==> src/rtl/div_radix2_core_pkg.sv <==
// div_radix2_core_pkg
//   Shared types and constants for the radix-2 restoring divider.
//   - div_state_e : FSM state encoding (DIV_IDLE, DIV_ITER, DIV_FIX, DIV_DONE)
//   - DIV_CNT_W   : iteration down-counter width
//   - cond_neg()  : 32-bit two's complement negate when the flag is set
//   Optional feature macro: DIV_EARLY_OUT_EN (used by div_radix2_core).
package div_radix2_core_pkg;

   localparam int DIV_CNT_W = 6;

   typedef enum logic [1:0] {
      DIV_IDLE = 2'd0,
      DIV_ITER = 2'd1,
      DIV_FIX  = 2'd2,
      DIV_DONE = 2'd3
   } div_state_e;

   function automatic logic [31:0] cond_neg(input logic [31:0] x, input logic neg);
      return neg ? (32'd0 - x) : x;
   endfunction

endpackage

==> src/rtl/div_clz32.sv <==
// div_clz32
//   Combinational 32-bit leading-zero count.
//   Ports:
//     a : in  32  value to scan
//     z : out 6   number of leading zeros, 0..32 (32 when a == 0)
module div_clz32 (
   input  logic [31:0] a,
   output logic [5:0]  z
);

   // Scan upward from the LSB so the highest set bit is the last to win.
   always_comb begin
      z = 6'd32;
      for (int i = 0; i < 32; i++) begin
         if (a[i]) z = 6'(31 - i);
      end
   end

endmodule

==> src/rtl/div_radix2_core.sv <==
// div_radix2_core
//   Iterative radix-2 restoring divider (DIV/DIVU/MOD/MODU), responder side of
//   the ALU enable/ready/complete handshake.
//   Ports:
//     clk      : in  1   core clock, rising edge
//     rstn     : in  1   asynchronous active-low reset
//     enable   : in  1   level request, sampled only in IDLE
//     sign_en  : in  1   1 = signed operation, sampled with enable
//     op1      : in  32  dividend, sampled with enable
//     op2      : in  32  divisor, sampled with enable
//     quo_o    : out 32  quotient, registered, held until next result
//     rem_o    : out 32  remainder, registered, held until next result
//     ready    : out 1   idle, or results valid this cycle
//     complete : out 1   one-cycle pulse, results valid this cycle
//   Macro DIV_EARLY_OUT_EN: skip iterations over the dividend's leading zeros.
//   Without it latency is a fixed 34 cycles from the accept cycle.
module div_radix2_core
   import div_radix2_core_pkg::*;
#(
   parameter int DATA_W = 32
) (
   input  logic              clk,
   input  logic              rstn,
   input  logic              enable,
   input  logic              sign_en,
   input  logic [DATA_W-1:0] op1,
   input  logic [DATA_W-1:0] op2,
   output logic [DATA_W-1:0] quo_o,
   output logic [DATA_W-1:0] rem_o,
   output logic              ready,
   output logic              complete
);

   div_state_e           state, state_nxt;
   logic [DIV_CNT_W-1:0] cnt, cnt_init;
   logic [DATA_W:0]      r;
   logic [DATA_W-1:0]    q, d;
   logic                 nq, nr;

   logic [DATA_W-1:0]    a_in, d_in, q_init;
   logic                 skip_iter;
   logic [DATA_W:0]      t;

   // Operand magnitudes; abs(0x8000_0000) wraps to itself, which the
   // unsigned datapath handles correctly.
   assign a_in = (sign_en && op1[DATA_W-1]) ? (DATA_W'(0) - op1) : op1;
   assign d_in = (sign_en && op2[DATA_W-1]) ? (DATA_W'(0) - op2) : op2;

`ifdef DIV_EARLY_OUT_EN
   logic [5:0] z;

   div_clz32 u_clz (
      .a (a_in),
      .z (z)
   );

   // Skipped leading iterations would have produced quotient bits of 0,
   // except with a zero divisor where every step succeeds and yields 1.
   // Those bits sit in the low end of q and shift up into the quotient's
   // top bits, so the result matches the full-length iteration.
   assign q_init    = (a_in << z) | ((d_in == '0) ? ~({DATA_W{1'b1}} << z) : '0);
   assign cnt_init  = DIV_CNT_W'(6'd31 - z);
   assign skip_iter = z[5];
`else
   assign q_init    = a_in;
   assign cnt_init  = DIV_CNT_W'(31);
   assign skip_iter = 1'b0;
`endif

   // Trial subtraction of the shifted partial remainder.
   assign t = {r[DATA_W-1:0], q[DATA_W-1]} - {1'b0, d};

   always_ff @(posedge clk or negedge rstn) begin
      if (!rstn) state <= DIV_IDLE;
      else       state <= state_nxt;
   end

   always_comb begin
      state_nxt = state;
      ready     = 1'b0;
      complete  = 1'b0;
      unique case (state)
         DIV_IDLE: begin
            ready = 1'b1;
            if (enable) state_nxt = skip_iter ? DIV_FIX : DIV_ITER;
         end
         DIV_ITER: if (cnt == '0) state_nxt = DIV_FIX;
         DIV_FIX:  state_nxt = DIV_DONE;
         DIV_DONE: begin
            ready     = 1'b1;
            complete  = 1'b1;
            state_nxt = DIV_IDLE;
         end
         default:  state_nxt = DIV_IDLE;
      endcase
   end

   always_ff @(posedge clk or negedge rstn) begin
      if (!rstn) begin
         cnt   <= '0;
         r     <= '0;
         q     <= '0;
         d     <= '0;
         nq    <= 1'b0;
         nr    <= 1'b0;
         quo_o <= '0;
         rem_o <= '0;
      end else begin
         unique case (state)
            DIV_IDLE: if (enable) begin
               cnt <= cnt_init;
               r   <= '0;
               q   <= q_init;
               d   <= d_in;
               nq  <= sign_en & (op1[DATA_W-1] ^ op2[DATA_W-1]);
               nr  <= sign_en & op1[DATA_W-1];
            end
            DIV_ITER: begin
               cnt <= cnt - 1'b1;
               if (!t[DATA_W]) begin
                  r <= t;
                  q <= {q[DATA_W-2:0], 1'b1};
               end else begin
                  r <= {r[DATA_W-1:0], q[DATA_W-1]};
                  q <= {q[DATA_W-2:0], 1'b0};
               end
            end
            DIV_FIX: begin
               quo_o <= cond_neg(q, nq);
               rem_o <= cond_neg(r[DATA_W-1:0], nr);
            end
            default: ;
         endcase
      end
   end

endmodule

==> config.mk <==
export PLATFORM = sky130hd
export DESIGN_NAME = div_radix2_core
export DESIGN_NICKNAME = d
export VERILOG_FILES = /design/src/rtl/div_radix2_core_pkg.sv /design/src/rtl/div_clz32.sv /design/src/rtl/div_radix2_core.sv
export SDC_FILE = /design/constraint.sdc
export NUM_CORES = 1
export LEC_CHECK = 0
export BUFFER_PORTS_ARGS = -buffer_cell sky130_fd_sc_hd__buf_4
export CAP_MARGIN = 20
export CORE_ASPECT_RATIO = 1.75
export CORE_UTILIZATION = 25
export CTS_BUF_LIST = sky130_fd_sc_hd__clkbuf_16
export DETAILED_ROUTE_END_ITERATION = 10
export GPL_TIMING_DRIVEN = 0
export PLACE_DENSITY_LB_ADDON = 0.12
export SLEW_MARGIN = 20
export SYNTH_ARGS = -nofsm -noshare
export SYNTH_HDL_FRONTEND = slang
export SYNTH_SLANG_ARGS = --single-unit
==> constraint.sdc <==
create_clock -name clk -period 3.61 [get_ports clk]
set_input_delay 0.5415 -clock clk [delete_from_list [all_inputs] [get_ports clk]]
set_output_delay 0.5415 -clock clk [all_outputs]
set_load 0.1 [all_outputs]
Word level (Yosys, flattened, before mapping). Index checks and enable logic that the tools add are counted.

Register bits: 170. Output and inout bits: 66. Bits of input ports: 68. Word-level logic and storage cells: 49.

Add/subtract/negate cells: 6. Equal/unequal tests: 5. Multiplexer cells: 17. Bitwise gates (word level): 3. Reductions and logical operators: 9.

Operators with widths (number): two-way mux 32 bit (7); one-hot mux 32 bit (2 select lines) (2); subtractor 1 x 32 -> 32 bit, first input constant (4); subtractor 33 x 32 -> 33 bit (1); one-hot mux 6 bit (2 select lines) (1); one-hot mux 2 bit (4 select lines) (1); logical NOT 6 bit (1); two-way mux 6 bit (1); AND reduction 2 bit (3); subtractor 6 x 1 -> 6 bit, second input constant (1); == test 2 bit, second input constant (2); two-way mux 2 bit (2); != test 2 bit, second input constant (2); two-way mux 1 bit (3); AND 1 bit (2); == test 2 x 1 -> 1 bit, second input constant (1); logical AND 1 bit (2); logical NOT 2 bit (1); nonzero test 2 bit (1); OR reduction 2 bit (1); bitwise XOR 1 bit (1).

Longest topological paths before layout. Gate-level depths: netlist of the first run.

Depth in word-level cells: 4. Depth in mapped cells: 13.

Least setup slack after synthesis of the first run. No wires, ideal clock.

Path kind: reg2reg. Start: register r[20]. End: register r[22]. Setup time: 0.134 ns. Data required time: 3.476 ns. Period minus slack after synthesis: 2.963 ns. Data arrival time: 2.829 ns. Setup slack: 0.647 ns. Cell stages (with the launch flop): 13. Path through: dfrtp_1 -> ha_1 -> clkbuf_1 -> a21o_1 -> a31o_2 -> a221oi_1 -> a21o_1 -> o211ai_1 -> a21oi_1 -> xnor2_1 -> clkbuf_1 -> mux2i_1 -> o21ai_0.

Word-level cells in the longest chain between the ends: 3.

RTL lines: from (decl) (line div_radix2_core.sv:36) `logic [DATA_W:0] r;`; from (signal assigned) (line div_radix2_core.sv:121) `r <= t;`; from (signal assigned) (line div_radix2_core.sv:124) `r <= {r[DATA_W-1:0], q[DATA_W-1]};`; subtractor 33 x 32 -> 33 bit (line div_radix2_core.sv:71) `assign t = {r[DATA_W-1:0], q[DATA_W-1]} - {1'b0, d};`; two-way mux 32 bit (line div_radix2_core.sv:120) `if (!t[DATA_W]) begin`; one-hot mux 32 bit (2 select lines) (line div_radix2_core.sv:109) `unique case (state)`.

Every way passes these cells. A chain may end at the register's enable or synchronous reset.

Worst setup path in the final report of the first run.
Start: register q[31]. End: register r[1].

Word-level cells in the longest chain between the ends: 3.

RTL lines: from (decl) (line div_radix2_core.sv:37) `logic [DATA_W-1:0] q, d;`; from (signal assigned) (line div_radix2_core.sv:113) `q <= q_init;`; from (signal assigned) (line div_radix2_core.sv:122) `q <= {q[DATA_W-2:0], 1'b1};`; from (signal assigned) (line div_radix2_core.sv:125) `q <= {q[DATA_W-2:0], 1'b0};`; subtractor 33 x 32 -> 33 bit (line div_radix2_core.sv:71); two-way mux 32 bit (line div_radix2_core.sv:120); one-hot mux 32 bit (2 select lines) (line div_radix2_core.sv:109).

Every way passes these cells.

==> metrics, run 1 <==
Worst Path Class, Setup flop to flop; max-cap viol count 0; crit path launch type flop; number of synthesized flops with an enable pin 0; hold buffers post-CTS 0; WL/cell 18.8 um; crit-path cells inv_1 -> ha_1 -> fa_1 -> nand2b_1 -> a21oi_1 -> o211ai_1 -> a21o_2 -> o211ai_1 -> a21oi_2 -> xnor2_4 -> buf_4 -> mux2_2 -> o22ai_1; Crit Reg-Reg Endpoint r[1]; most frequent cells in the layout 170 x dfrtp_1, 140 x nand2_1, 138 x a21oi_1, 135 x buf_4, 134 x nor2_1; number of global-route vias before repair 10,100; cell taking the most area after synthesis dfrtp_1; I/O Pins 134; PortBufs 133; Post-layout nets 1,574; initial antenna violation count 0; status complete, no violations; total number of vias 9,744; Max Clk Rate 295 MHz; synth unique cells 57; Crit. End Element flop; Die ar. 0.0450 mm^2; CTS HTree Levels 4; Starting Density 0.254; final hold violations 0; crit path max fanout 6; CTS tree done; Overflow after GRT 0; Core Util, Final 0.311; Max stage delay on crit path 0.41 ns; Die W 161 um; sequential fraction of the synthesis area 0.386; crit path launch q[31]; Worst R2R Setup Slack 0.22 ns; most used flip-flop cell after synthesis dfrtp_1; syn_nets 1,417; P&R area growth vs syn 22.3%; FF-to-FF path depth 13; GRT Overall Usage 0.175; via/cell ratio 4.77; Final period util 0.938; skew final 0.0102 ns; Syn Inst Count 1,306; first-pass GRT wire length 59,200 um; CTS root buffer clkbuf_16; commonest non-fill, non-tap cell in the layout dfrtp_1; final setup violation count 0; layout cells sized above 1 0.135; top cells by area, synth dfrtp_1 39%, xor2_1 8.2%, a21oi_1 6.3%; post-synth top area share 0.386; Pre-antenna DRT Iters 5; Post-DP HPWL 30,600 um; Worst R2R Start q[31]; # DRC 0; Area after DPL 0.0128 mm^2; Slowest cell on crit path fa_1; RSZ-0062 raised after global routing false; Core Rows 101; crit path to r[1]; routed wire length 38,400 um; min Tclk post-route 3.39 ns; core outline area 0.0435 mm^2; Synth Register Bits 170; diodes inserted 0; Req. time, crit path 3.97 ns; CTS sink count 170; Post-Synthesis Mean Instance Area 8.45 um^2; largest net degree at the start of global routing 90; Post-synth ARST share 1.00; WP data arrival 3.75 ns; CP dominant cell by count o211ai_1; number of DRC markers in iteration 0 356; CTS Buf Count 17; worst hold-check path type input port to async pin; setup slack after layout 0.222 ns; Max Slew Vio Count 0; worst slew pin tran 0.873 ns; Bufs on Longest Clock Path 2; post-route design area 0.0135 mm^2; Synth Cell Area 0.0110 mm^2; ANT nets after route 0; pre-CTS setup slack -0.550 ns; Ys Warns 0; Fin Hold WS 0.0718 ns; Slew Limit Headroom 0.413; Final Wtd Congestion 0.822; later-pin clock latency in the skew report 0.45 ns; Reg clk slew, reported paths 0.07 ns; Die Y 280 um
per-stage QoR:
step                      setup TNS (ns)  instances
final                                  0       2042
after global placement            -15.83       2005
after global routing                   0       2042
after detailed placement          -14.56       2008
after floorplan                        0       1306
after CTS                              0       2040
what timing repair did:
item / in CTS / in global routing
gates cloned: 0 / 0
setup endpoints to repair: 33 / 32
pin swaps: 0 / 2
resized for setup: 5 / 12
setup buffers: 0 / 2
worst max-delay path: cells and delay by family, from the launching register on:
family,cells,cell delay [ns]
XOR/XNOR,1,0.33
adder cells (fa/ha/maj),2,0.67
flip-flops,1,0.32
AND/OR/NAND/NOR,1,0.19
buffers and inverters,2,0.31
multiplexers,1,0.33
AO/OA/AOI/OAI,6,1.16
layout make-up:
| class | count | area [um^2] |
|---|---|---|
| multi-input cells | 1016 | 6380 |
| repair buffers | 138 | 1060 |
| inverters | 54 | 203 |
| fillers | 4788 | 30000 |
| flip-flops and latches | 170 | 4250 |
| clock buffers | 17 | 425 |
| plain buffers | 66 | 272 |
| clock inverters | 15 | 199 |
| well taps | 566 | 708 |
worst min-delay path by stage:
| stage | end | depth (start not counted) |
|---|---|---|
| floorplan | cnt[0] | 0 |
| global placement | d[24] | 2 |
| detailed placement | d[9] | 2 |
| CTS | d[3] | 1 |
| global route | d[2] | 1 |
| finish | d[7] | 1 |
state kept, by name (all words and copies together) (netlist names):
name,count
cnt,6
d,32
nq,1
nr,1
q,32
quo_o,32
r,32
rem_o,32
state,2
per-layer routing:
metal,up-vias,global-route usage,part of all wire
met5,-,0,0
met4,0,0.0668,0.029
met3,46,0.0213,0.020
met2,171,0.353,0.58
met1,4626,0.179,0.38
li1,4901,-,-
cell families (layout without fill, tap and decap cells):
group | Yosys count | after routing | share of synthesized area
xor gates and xnor gates | 146 | 146 | 0.116
and+or+nand+nor | 396 | 396 | 0.164
adders and majority gates | 43 | 43 | 0.0494
AOI/OAI and AO/OA | 391 | 391 | 0.207
muxes | 40 | 40 | 0.0373
DFF | 170 | 170 | 0.386
buffers and inverters | 120 | 290 | 0.0411
synth_stat cells, types with 3 or more instances:
cell      count
o41ai_1      16
nor2_1      134
clkbuf_1     59
inv_1        54
o211ai_1      4
o21ai_1       7
or3_1        13
o21a_1        4
a32oi_1       9
nand3_1      20
and2_1        9
and4_1        3
mux2i_1      31
xor2_1      103
or2_2         3
nand2b_1      8
buf_1         5
nor4_1       13
a31oi_1      10
o22ai_1       3
o31ai_1      29
nand2_1     140
a21oi_1     139
a21o_1       22
mux2_2        9
xnor2_1      43
nor3_1       17
dfrtp_1     170
nor2b_1       5
nand4_1       9
o21ai_0     131
or4_1         9
ha_1         42
Power of run 1 is left out: the tool's default activity adds up to more than one toggle a clock period on the data nets, which glitch-free logic cannot reach.
==> run 2: changes to the inputs <==
--- a/config.mk
+++ b/config.mk
@@ -7,12 +7,13 @@
 export LEC_CHECK = 0
 export BUFFER_PORTS_ARGS = -buffer_cell sky130_fd_sc_hd__buf_4
 export CAP_MARGIN = 20
-export CORE_ASPECT_RATIO = 1.75
+export CORE_ASPECT_RATIO = 0.5
 export CORE_UTILIZATION = 25
 export CTS_BUF_LIST = sky130_fd_sc_hd__clkbuf_16
 export DETAILED_ROUTE_END_ITERATION = 10
 export GPL_TIMING_DRIVEN = 0
 export PLACE_DENSITY_LB_ADDON = 0.12
+export REMOVE_ABC_BUFFERS = 1
 export SLEW_MARGIN = 20
 export SYNTH_ARGS = -nofsm -noshare
 export SYNTH_HDL_FRONTEND = slang
==> metrics, run 2 (synthesis results as in run 1) <==
Worst R2R Setup Slack 0.16 ns (was 0.22 ns); status finished with violations (was complete, no violations); worst hold-check path type input port to async pin (unchanged); Die ar. 0.0450 mm^2 (about the same); Slowest cell on crit path fa_1 (unchanged); crit path launch type flop (unchanged); WP data arrival 3.80 ns (was 3.75 ns); Reg clk slew, reported paths 0.07 ns (about the same); P&R area growth vs syn 21.5% (was 22.3%); CTS Buf Count 17 (unchanged); RSZ-0062 raised after global routing false (unchanged); ANT nets after route 0 (unchanged); most frequent cells in the layout 169 x dfrtp_1, 139 x nand2_1, 138 x a21oi_1, 134 x nor2_1, 134 x buf_4 (was 170 x dfrtp_1, 140 x nand2_1, 138 x a21oi_1, 135 x buf_4, 134 x nor2_1); CTS HTree Levels 4 (unchanged); min Tclk post-route 3.45 ns (was 3.39 ns); Fin Hold WS -0.00684 ns (was 0.0718 ns); WP buf/inv 3 (was 2); final hold violations 3 (was 0); first-pass GRT wire length 51,000 um (was 59,200 um); # DRC 0 (unchanged); crit path max fanout 18 (was 6); Final period util 0.956 (was 0.938); Die W 299 um (was 161 um); crit-path cells inv_1 -> ha_2 -> fa_1 -> nand2b_1 -> a21oi_1 -> o211ai_1 -> a21o_1 -> o211ai_1 -> a21oi_1 -> xnor2_2 -> buf_8 -> buf_12 -> mux2_2 -> o22ai_1 (was inv_1 -> ha_1 -> fa_1 -> nand2b_1 -> a21oi_1 -> o211ai_1 -> a21o_2 -> o211ai_1 -> a21oi_2 -> xnor2_4 -> buf_4 -> mux2_2 -> o22ai_1); Bufs on Longest Clock Path 2 (unchanged); Worst path top cell family by delay compound AO/OA/AOI/OAI gates (unchanged); Crit Reg-Reg Endpoint r[0] (was r[1]); initial antenna violation count 0 (unchanged); Slew Limit Headroom 0.335 (was 0.413); CTS sink count 170 (unchanged); CTS tree done (unchanged); layout cells sized above 1 0.144 (was 0.135); Die Y 151 um (was 280 um); max-cap viol count 0 (unchanged); Core Rows 53 (was 101); Finished Layout Cells 1,995 (was 2,042); worst slew pin tran 0.997 ns (was 0.873 ns); skew final 0.00903 ns (was 0.0102 ns); number of global-route vias before repair 9,269 (was 10,100); Worst path depth 14 (was 13); FF-to-FF path depth 14 (was 13); I/O Pins 134 (unchanged); later-pin clock latency in the skew report 0.45 ns (about the same); core outline area 0.0428 mm^2 (was 0.0435 mm^2); number of DRC markers in iteration 0 615 (was 356); total number of vias 9,372 (was 9,744); Worst Path Class, Setup flop to flop (unchanged); Post-layout nets 1,516 (was 1,574); via/cell ratio 4.70 (was 4.77); CTS root buffer clkbuf_16 (unchanged); Core Util, Final 0.313 (was 0.311); WL/cell 16.0 um (was 18.8 um); Overflow after GRT 0 (unchanged); Starting Density 0.258 (was 0.254); Worst R2R Start q[31] (unchanged); pre-CTS setup slack -0.397 ns (was -0.550 ns); Crit. End Element flop (unchanged); Req. time, crit path 3.95 ns (was 3.97 ns); routed wire length 31,900 um (was 38,400 um); final setup violation count 0 (unchanged); diodes inserted 0 (unchanged); setup slack after layout 0.158 ns (was 0.222 ns); Post-DP HPWL 24,400 um (was 30,600 um); Max Clk Rate 290 MHz (was 295 MHz); PortBufs 133 (unchanged); violated checks negative hold slack; GRT Overall Usage 0.144 (was 0.175); largest net degree at the start of global routing 65 (was 90); Max stage delay on crit path 0.39 ns (was 0.41 ns); commonest non-fill, non-tap cell in the layout dfrtp_1 (unchanged); Final Wtd Congestion 0.811 (was 0.822); Pre-antenna DRT Iters 7 (was 5); Placed Cells 1,962 (was 2,008); Max Slew Vio Count 0 (unchanged)
run 2: cell types whose count changed in the layout (fill, tap and decap cells not counted), moves of 2 or more:
cell	previous run	this run
clkbuf_1	57	0
nor3_1	15	17
nor3_2	2	0
buf_2	2	0
ha_4	0	2
bufinv_16	4	2
ha_1	42	39
clkinv_4	4	0
buf_12	0	5
buf_1	5	0
clkinvlp_4	1	6
buf_16	1	4
run 2: how the worst max path moves through the flow:
stage             start  endpoint  slack [ns]
3_3_place_gp   state[1]     q[31]       -3.86
6_report          q[31]      r[0]        0.16
4_1_cts           q[31]      r[0]       0.002
5_1_grt           q[31]      r[0]        0.02
2_1_floorplan  state[1]      q[1]       -1.11
3_5_place_dp      q[31]      r[0]       -0.40
run 2: what timing repair did:
item,4_1_cts,5_1_grt
setup endpoints to repair,26,12
gates resized for setup,1,3
cloned,0,0
buffers inserted,2,0
hold buffers,0,0
pin swaps,2,2
run 2: final cells by class:
| type | instances | area (um^2) |
|---|---|---|
| inverters | 54 | 203 |
| well taps | 577 | 722 |
| multi-input cells | 1016 | 6390 |
| clock inverters | 15 | 150 |
| fillers | 4450 | 29400 |
| repair buffers | 146 | 1260 |
| clock buffers | 17 | 425 |
| flip-flops and latches | 170 | 4260 |
run 2: layer usage:
layer,track usage,wire length [um],vias to the layer above
met4,0.0426,438,0
met2,0.240,15100,108
met1,0.188,15300,4436
met5,0,0,-
li1,-,-,4804
met3,0.0309,952,24
run 2: per-stage QoR:
stage / TNS, ns / hold WS (ns) / area (um^2)
floorplan: -52.99 / 0.246 / 10800
global placement: -226.42 / 0.467 / 12500
detailed placement: -4.31 / 0.471 / 12800
CTS: 0 / 0.0108 / 13400
global route: 0 / 0.0244 / 13400
finish: 0 / -0.00684 / 13400
Power of run 2 is left out for the same reason.
